<file path="config.mk">
export PLATFORM = sky130hd
export DESIGN_NAME = session_timeout_ctrl
export DESIGN_NICKNAME = d
export VERILOG_FILES = /design/src/rtl/atm_pkg.sv /design/src/rtl/session_timeout_ctrl.sv
export SDC_FILE = /design/constraint.sdc
export NUM_CORES = 1
export LEC_CHECK = 0
export BUFFER_PORTS_ARGS = -buffer_cell sky130_fd_sc_hd__clkbuf_2
export CAP_MARGIN = 25
export CORE_UTILIZATION = 40
export DETAILED_ROUTE_END_ITERATION = 10
export GPL_TIMING_DRIVEN = 0
export PLACE_DENSITY_LB_ADDON = 0.3
export SYNTH_ARGS = -nofsm -noshare
export SYNTH_HDL_FRONTEND = slang
export SYNTH_SLANG_ARGS = --single-unit
</file>
<file path="constraint.sdc">
create_clock -name clk -period 1.4 [get_ports clk]
set_input_delay 0.21 -clock clk [delete_from_list [all_inputs] [get_ports clk]]
set_output_delay 0.21 -clock clk [all_outputs]
set_load 0.03 [all_outputs]
</file>
<file path="src/rtl/atm_pkg.sv">
// ============================================================================
// Module      : atm_pkg
// Description : Shared ATM session types and defaults.
// Revision    : 1.0 - initial release
// ============================================================================
`default_nettype none

package atm_pkg;

  typedef enum logic [2:0] {
    ST_IDLE        = 3'd0,
    ST_REARM       = 3'd1,
    ST_RUN         = 3'd2,
    ST_HOLD        = 3'd3,
    ST_EXPIRE      = 3'd4,
    ST_WAIT_REMOVE = 3'd5
  } sess_state_e;

  localparam int MAX_WARN_DEFAULT = 1;

endpackage

`default_nettype wire

</file>
<file path="src/rtl/session_timeout_ctrl.sv">
// ============================================================================
// Module      : session_timeout_ctrl
// Description : Card-session supervisor driving an external inactivity timer.
// Revision    : 1.0 - initial release
// ============================================================================
`default_nettype none

module session_timeout_ctrl
  import atm_pkg::*;
#(
  parameter int MAX_WARN = MAX_WARN_DEFAULT
) (
  input  logic clk,
  input  logic rst,
  input  logic card_in,
  input  logic activity,
  input  logic busy,
  input  logic timeout,
  output logic timer_start,
  output logic timer_restart,
  output logic session_active,
  output logic warn,
  output logic expire
);

  localparam logic [1:0] C_MAX_WARN = 2'(MAX_WARN);

  sess_state_e state_q, state_d;
  logic [1:0]  warn_cnt_q, warn_cnt_d;
  logic        warn_q, warn_d;
  logic        timer_start_q, timer_start_d;
  logic        timer_restart_q, timer_restart_d;
  logic        session_active_q, session_active_d;
  logic        expire_q, expire_d;

  always_ff @(posedge clk or negedge rst) begin
    if (!rst) begin
      state_q          <= ST_IDLE;
      warn_cnt_q       <= 2'd0;
      warn_q           <= 1'b0;
      timer_start_q    <= 1'b0;
      timer_restart_q  <= 1'b0;
      session_active_q <= 1'b0;
      expire_q         <= 1'b0;
    end else begin
      state_q          <= state_d;
      warn_cnt_q       <= warn_cnt_d;
      warn_q           <= warn_d;
      timer_start_q    <= timer_start_d;
      timer_restart_q  <= timer_restart_d;
      session_active_q <= session_active_d;
      expire_q         <= expire_d;
    end
  end

  always_comb begin
    state_d    = state_q;
    warn_cnt_d = warn_cnt_q;
    warn_d     = warn_q;

    // Card removal overrides everything and never produces an expire pulse.
    if (state_q != ST_IDLE && !card_in) begin
      state_d    = ST_IDLE;
      warn_cnt_d = 2'd0;
      warn_d     = 1'b0;
    end else begin
      case (state_q)
        ST_IDLE: begin
          if (card_in) begin
            state_d    = ST_REARM;
            warn_cnt_d = 2'd0;
            warn_d     = 1'b0;
          end
        end
        ST_REARM: begin
          state_d = ST_RUN;
          if (activity) begin
            warn_cnt_d = 2'd0;
            warn_d     = 1'b0;
          end
        end
        ST_RUN: begin
          if (activity) begin
            state_d    = ST_REARM;
            warn_cnt_d = 2'd0;
            warn_d     = 1'b0;
          end else if (timeout) begin
            if (warn_cnt_q < C_MAX_WARN) begin
              state_d    = ST_REARM;
              warn_cnt_d = warn_cnt_q + 2'd1;
              warn_d     = 1'b1;
            end else begin
              state_d = ST_EXPIRE;
            end
          end else if (busy) begin
            state_d = ST_HOLD;
          end
        end
        ST_HOLD: begin
          if (activity) begin
            state_d    = ST_REARM;
            warn_cnt_d = 2'd0;
            warn_d     = 1'b0;
          end else if (!busy) begin
            state_d = ST_RUN;
          end
        end
        ST_EXPIRE:      state_d = ST_WAIT_REMOVE;
        ST_WAIT_REMOVE: state_d = ST_WAIT_REMOVE;
        default:        state_d = ST_IDLE;
      endcase
    end
  end

  // Outputs are decoded from the next state so they register on the same edge.
  always_comb begin
    timer_start_d    = (state_d == ST_RUN) || (state_d == ST_HOLD);
    timer_restart_d  = (state_d == ST_HOLD);
    session_active_d = (state_d != ST_IDLE);
    expire_d         = (state_d == ST_EXPIRE);
  end

  assign timer_start    = timer_start_q;
  assign timer_restart  = timer_restart_q;
  assign session_active = session_active_q;
  assign warn           = warn_q;
  assign expire         = expire_q;

endmodule

`default_nettype wire

</file>
### Yosys cells after proc, flatten, opt, wreduce, memory -nomap -nowiden

Cells that the tools add are included.

* register bits: 10
* output and inout bits: 5
* word-level logic and storage cells: 54

* add/sub/neg operators: 1
* magnitude comparators: 1
* eq/ne operators: 12
* mux-type cells: 23
* reductions and logical operators: 10

Operators by type and width (number)
* 2-to-1 mux 3 bit: 8
* case mux 3 bit (5 select lines): 1
* == test 3 x 2 -> 1 bit (second input constant): 4
* 2-to-1 mux 2 bit: 6
* == test 3 bit (second input constant): 3
* != test 4 bit (second input constant): 2
* 2-to-1 mux 1 bit: 6
* case mux 2 bit (3 select lines): 1
* nonzero test 3 bit: 2
* AND reduction 5 bit: 1
* nonzero test 4 bit: 1
* OR reduction 2 bit: 2
* == test 3 x 1 -> 1 bit (second input constant): 1
* zero test 3 bit: 1
* != test 3 x 1 -> 1 bit (second input constant): 1
* != test 3 bit (second input constant): 1
* case mux 1 bit (3 select lines): 1
* adder 2 x 1 -> 2 bit (second input constant): 1
* < comparator 2 x 1 -> 1 bit (second input constant): 1
* logical AND 1 bit: 1
* zero test 1 bit: 1
* logical OR 1 bit: 1

### Logic depth before layout (Yosys ltp)

* depth after elaboration: 8
* depth in mapped cells: 6
* mapped depth without buffers: 6

### Least setup slack after synthesis

No wires, ideal clock.

* path kind: flip-flop to flip-flop
* start: register warn_cnt_q[0]
* end: register session_active_q (netlist: session_active)
* library setup time: 0.132 ns
* arrival: 1.244 ns
* required time: 1.268 ns
* slack: 0.024 ns
* stages on the path, launching flop included: 7
* path buffers: 0
* cells stage by stage: dfrtp_1 inv_1 ha_1 mux2_2 o211ai_2 o221a_4 a31oi_2

* cells in the longest elaborated chain, start to end: 7

Ends and longest elaborated chain
* start: declaration: RTL line session_timeout_ctrl.sv:29 `logic [1:0] warn_cnt_q, warn_cnt_d;`
* start signal: assignment: RTL line session_timeout_ctrl.sv:47 `warn_cnt_q <= warn_cnt_d;`
* < comparator 2 x 1 -> 1 bit: RTL line session_timeout_ctrl.sv:88 `if (warn_cnt_q < C_MAX_WARN) begin`
* 2-to-1 mux 3 bit: RTL line session_timeout_ctrl.sv:88
* 2-to-1 mux 3 bit: RTL line session_timeout_ctrl.sv:87 `end else if (timeout) begin`
* 2-to-1 mux 3 bit: RTL line session_timeout_ctrl.sv:83 `if (activity) begin`
* case mux 3 bit (5 select lines): RTL line session_timeout_ctrl.sv:67 `case (state_q)`
* 2-to-1 mux 3 bit: RTL line session_timeout_ctrl.sv:62 `if (state_q != ST_IDLE && !card_in) begin`
* nonzero test 3 bit: RTL line session_timeout_ctrl.sv:119 `session_active_d = (state_d != ST_IDLE);`
* via session_active_d: RTL line session_timeout_ctrl.sv:33 `logic session_active_q, session_active_d;`
* end signal: assignment: RTL line session_timeout_ctrl.sv:51 `session_active_q <= session_active_d;`
* end: declaration: RTL line session_timeout_ctrl.sv:33

The timed path passes the listed nets, and every way through them passes these cells.
A chain may end at the register's enable or synchronous reset.

### Worst setup path in the final report

Ends and elaborated chain as after synthesis.

==> impl_metrics.tcl <==
set metrics [dict create \
    dr.pass1.iters 4 \
    p_int_mw 0.690 \
    drtIter0Drc 4 \
    grt_pass1_vias 391 \
    cts_buffers 3 \
    drive_above_1_share_pct 47.8 \
    synth_area_um2 531 \
    rows 12 \
    cts_sinks 10 \
    drv_cap 0 \
    clockBufferDepth 2 \
    outcome "complete, but fails checks" \
    cts_tree "built" \
    tightest_slew_ns 0.266 \
    num_antenna_cells 0 \
    cpPeakStageDelay_ns 0.37 \
    ys_seq_elements 10 \
    p_sw_share_pct 37.9 \
    yosys.area.top_type "dfrtp_1" \
    power.share.clock_pct 23.3 \
    cp_top_family "compound AO/OA/AOI/OAI gates" \
    synthDistinctLibCells 23 \
    path_class "flop to flop" \
    busiest_layer "met2" \
    pwr-share-comb_pct 40.4 \
    syn_inst 52 \
    slew_headroom_pct 82.2 \
    regToRegStartpoint "warn_cnt_q[0]" \
    areaGrowthSynthToFinish_pct 33.7 \
    path_cells "inv_2 -> ha_4 -> mux2_4 -> o211ai_2 -> o221a_4 -> a31oi_4" \
    fin_setup_tns_ns -0.0694 \
    synth_edf_count 0 \
    num-nets-final 77 \
    dr_total_vias 427 \
    crit_required_ns 1.54 \
    slowest_stage "dfrtp_1" \
    worstHoldStart "card_in" \
    reg2reg_to "session_active" \
    leakagePower_nw 0.349 \
    max_freq_mhz 695 \
    wl_um 1150 \
    cts_max_level 1 \
    grt-ovfl-total 0 \
    maxSlewViolCount 0 \
    hold_viol 0 \
    use_met1_pct 21.2 \
    finalSetupViolations 3 \
    yosysMostFrequentCell "dfrtp_1" \
    synth_warnings 0 \
    grt_max_degree 11 \
    finClkSkew_ns 0.00319 \
    gp_congestion 0.834 \
    die-width_um 38.4 \
    post-place-ws_ns -0.0862 \
    synthArstFlopShare_pct 100 \
    avgSynthCellArea_um2 10.2 \
    initial_core_util_pct 45.3 \
    grtUsageMet2_pct 30.9 \
    rrSetupSlack_ns -0.04 \
    hold_path.class "input port to flop" \
    hold_end "warn_cnt_q[0]" \
    fp.coreArea_mm2 0.00117 \
    p_sw_mw 0.421 \
    synth_top_area_share_pct 47.2 \
    synth_area_leaders "dfrtp_1, mux2i_1, inv_1, a21oi_1, o221a_4" \
    io_buffer_count 10 \
    dieArea_mm2 0.00148 \
    clock-root-buffer "clkbuf_4" \
    final_antenna_net_count 0 \
    r2r_cells 6 \
    cp.arrival_ns 1.58 \
    synth_ff_type "dfrtp_1" \
    viasPerCell 5.14 \
    cp_num_buf_inv 1 \
    use_met3_pct 8.72 \
    finalWorstSetupSlack_ns -0.0399 \
    synth-seq-area-share_pct 47.2 \
    worstHoldPathCells 3 \
    finalCriticalPeriod_ns 1.44 \
    cp.depth 6 \
    post-dp-hpwl_um 752 \
    die_h_um 38.4 \
    start_kind "flop" \
    post-route-period-util_pct 103 \
    peakVddDrop_uv 912 \
    clkLatencyLatePin_ns 0.26 \
    synth_common_cells "dfrtp_1, inv_1, nand2_1" \
    powerDensity_mw_per_mm2 1570 \
    violations "negative setup slack" \
    drc_errors 0 \
    crit_path_end_kind "flop" \
    ioPinCount 11 \
    grt_pass1_wl_um 1760 \
    pwr-share-seq_pct 36.3 \
    cp_max_fo 4 \
    rsz0062_at_grt "yes" \
    path_clk_slew_ns 0.07 \
    antenna_found_initial 0 \
    track_usage_pct 18.2 \
    wl_per_cell_um 13.9 \
    syn_nets 59 \
]
worst max-delay path by stage:
stage,end,slack [ns],startpoint
final,session_active,-0.04,warn_cnt_q[0]
after detailed placement,session_active,-0.09,warn_cnt_q[0]
after floorplan,session_active,0.02,warn_cnt_q[0]
after CTS,session_active,-0.06,warn_cnt_q[1]
after global routing,session_active,-0.07,warn_cnt_q[0]
after global placement,session_active,-0.07,warn_cnt_q[0]
logic make-up (layout without fill, tap and decap cells):
| logic type | count (synthesis) | count (layout) | synth area share [%] |
|---|---|---|---|
| and+or+nand+nor | 17 | 17 | 16.0 |
| AOI/OAI and AO/OA | 12 | 12 | 21.0 |
| DFF | 10 | 10 | 47.2 |
| buffers and inverters | 8 | 25 | 5.66 |
| adders and majority gates | 1 | 1 | 2.36 |
| muxes | 4 | 4 | 7.78 |
final cells by class:
cell class	instances	area, um^2
Inverter	8	30.0
Fill cell	113	462
Tap cell	14	17.5
Sequential cell	10	253
Multi-Input combinational cell	34	298
Timing Repair Buffer	13	75.1
Clock buffer	4	36.3
metal layers:
| layer | vias to the layer above | wire [um] |
|---|---|---|
| met4 | 0 | 0 |
| li1 | 213 | - |
| met3 | 0 | 48 |
| met2 | 7 | 612 |
| met1 | 207 | 491 |
| met5 | - | 0 |
flip-flops by register name, summed over array words and instances, names as in the netlist:
name and flops:
timer_start 1, warn_cnt_q 2, warn 1, state_q 3, expire 1, session_active 1
timer_restart 1
layout by cell type, fill, tap and decap left out, types with 2 or more instances in the layout:
master	n
nand4_1	2
dfrtp_1	8
buf_4	2
clkbuf_2	10
clkbuf_4	3
nor2_1	4
a21oi_2	2
mux2i_1	3
nand2_1	5
inv_2	2
inv_1	6
a21oi_1	2
dfrtp_2	2
through the flow:
| stage | instances | power, mW | utilization [%] | hold slack, ns | cell area (um^2) |
|---|---|---|---|---|---|
| finish | 83 | 1.11 | 60.6 | 0.289 | 709 |
| global route | 83 | 1.18 | 60.6 | 0.322 | 709 |
| CTS | 82 | 1.05 | 56.2 | 0.278 | 658 |
| detailed placement | 76 | 0.787 | 51.1 | 0.0856 | 598 |
| global placement | 76 | 0.777 | 51.1 | 0.0834 | 598 |
| floorplan | 52 | 0.687 | - | -0.0856 | 531 |
worst register-to-register path, stage by stage (launching register included):
cell and delay (ns):
dfrtp_1 0.37, inv_2 0.06, ha_4 0.16, mux2_4 0.27
o211ai_2 0.15, o221a_4 0.23, a31oi_4 0.07
what timing repair did:
| action | in CTS | in global routing |
|---|---|---|
| endpoints found under the setup margin | 4 | 7 |
| gates resized for setup | 3 | 9 |
| cloned | 0 | 0 |
| hold buffers | 1 | 0 |
| pin swaps | 3 | 2 |
| setup buffers | 1 | 1 |
| hold endpoints to repair | 10 | 0 |
power groups by stage:
| stage | clock network (mW) | logic [mW] | registers, mW |
|---|---|---|---|
| global placement | 0 | 0.378 | 0.399 |
| detailed placement | 0 | 0.385 | 0.402 |
| floorplan | 0 | 0.231 | 0.456 |
| finish | 0.258 | 0.449 | 0.404 |
| global route | 0.283 | 0.483 | 0.412 |
| CTS | 0.263 | 0.395 | 0.396 |
Note: power is estimated with default switching activity, not from simulation.
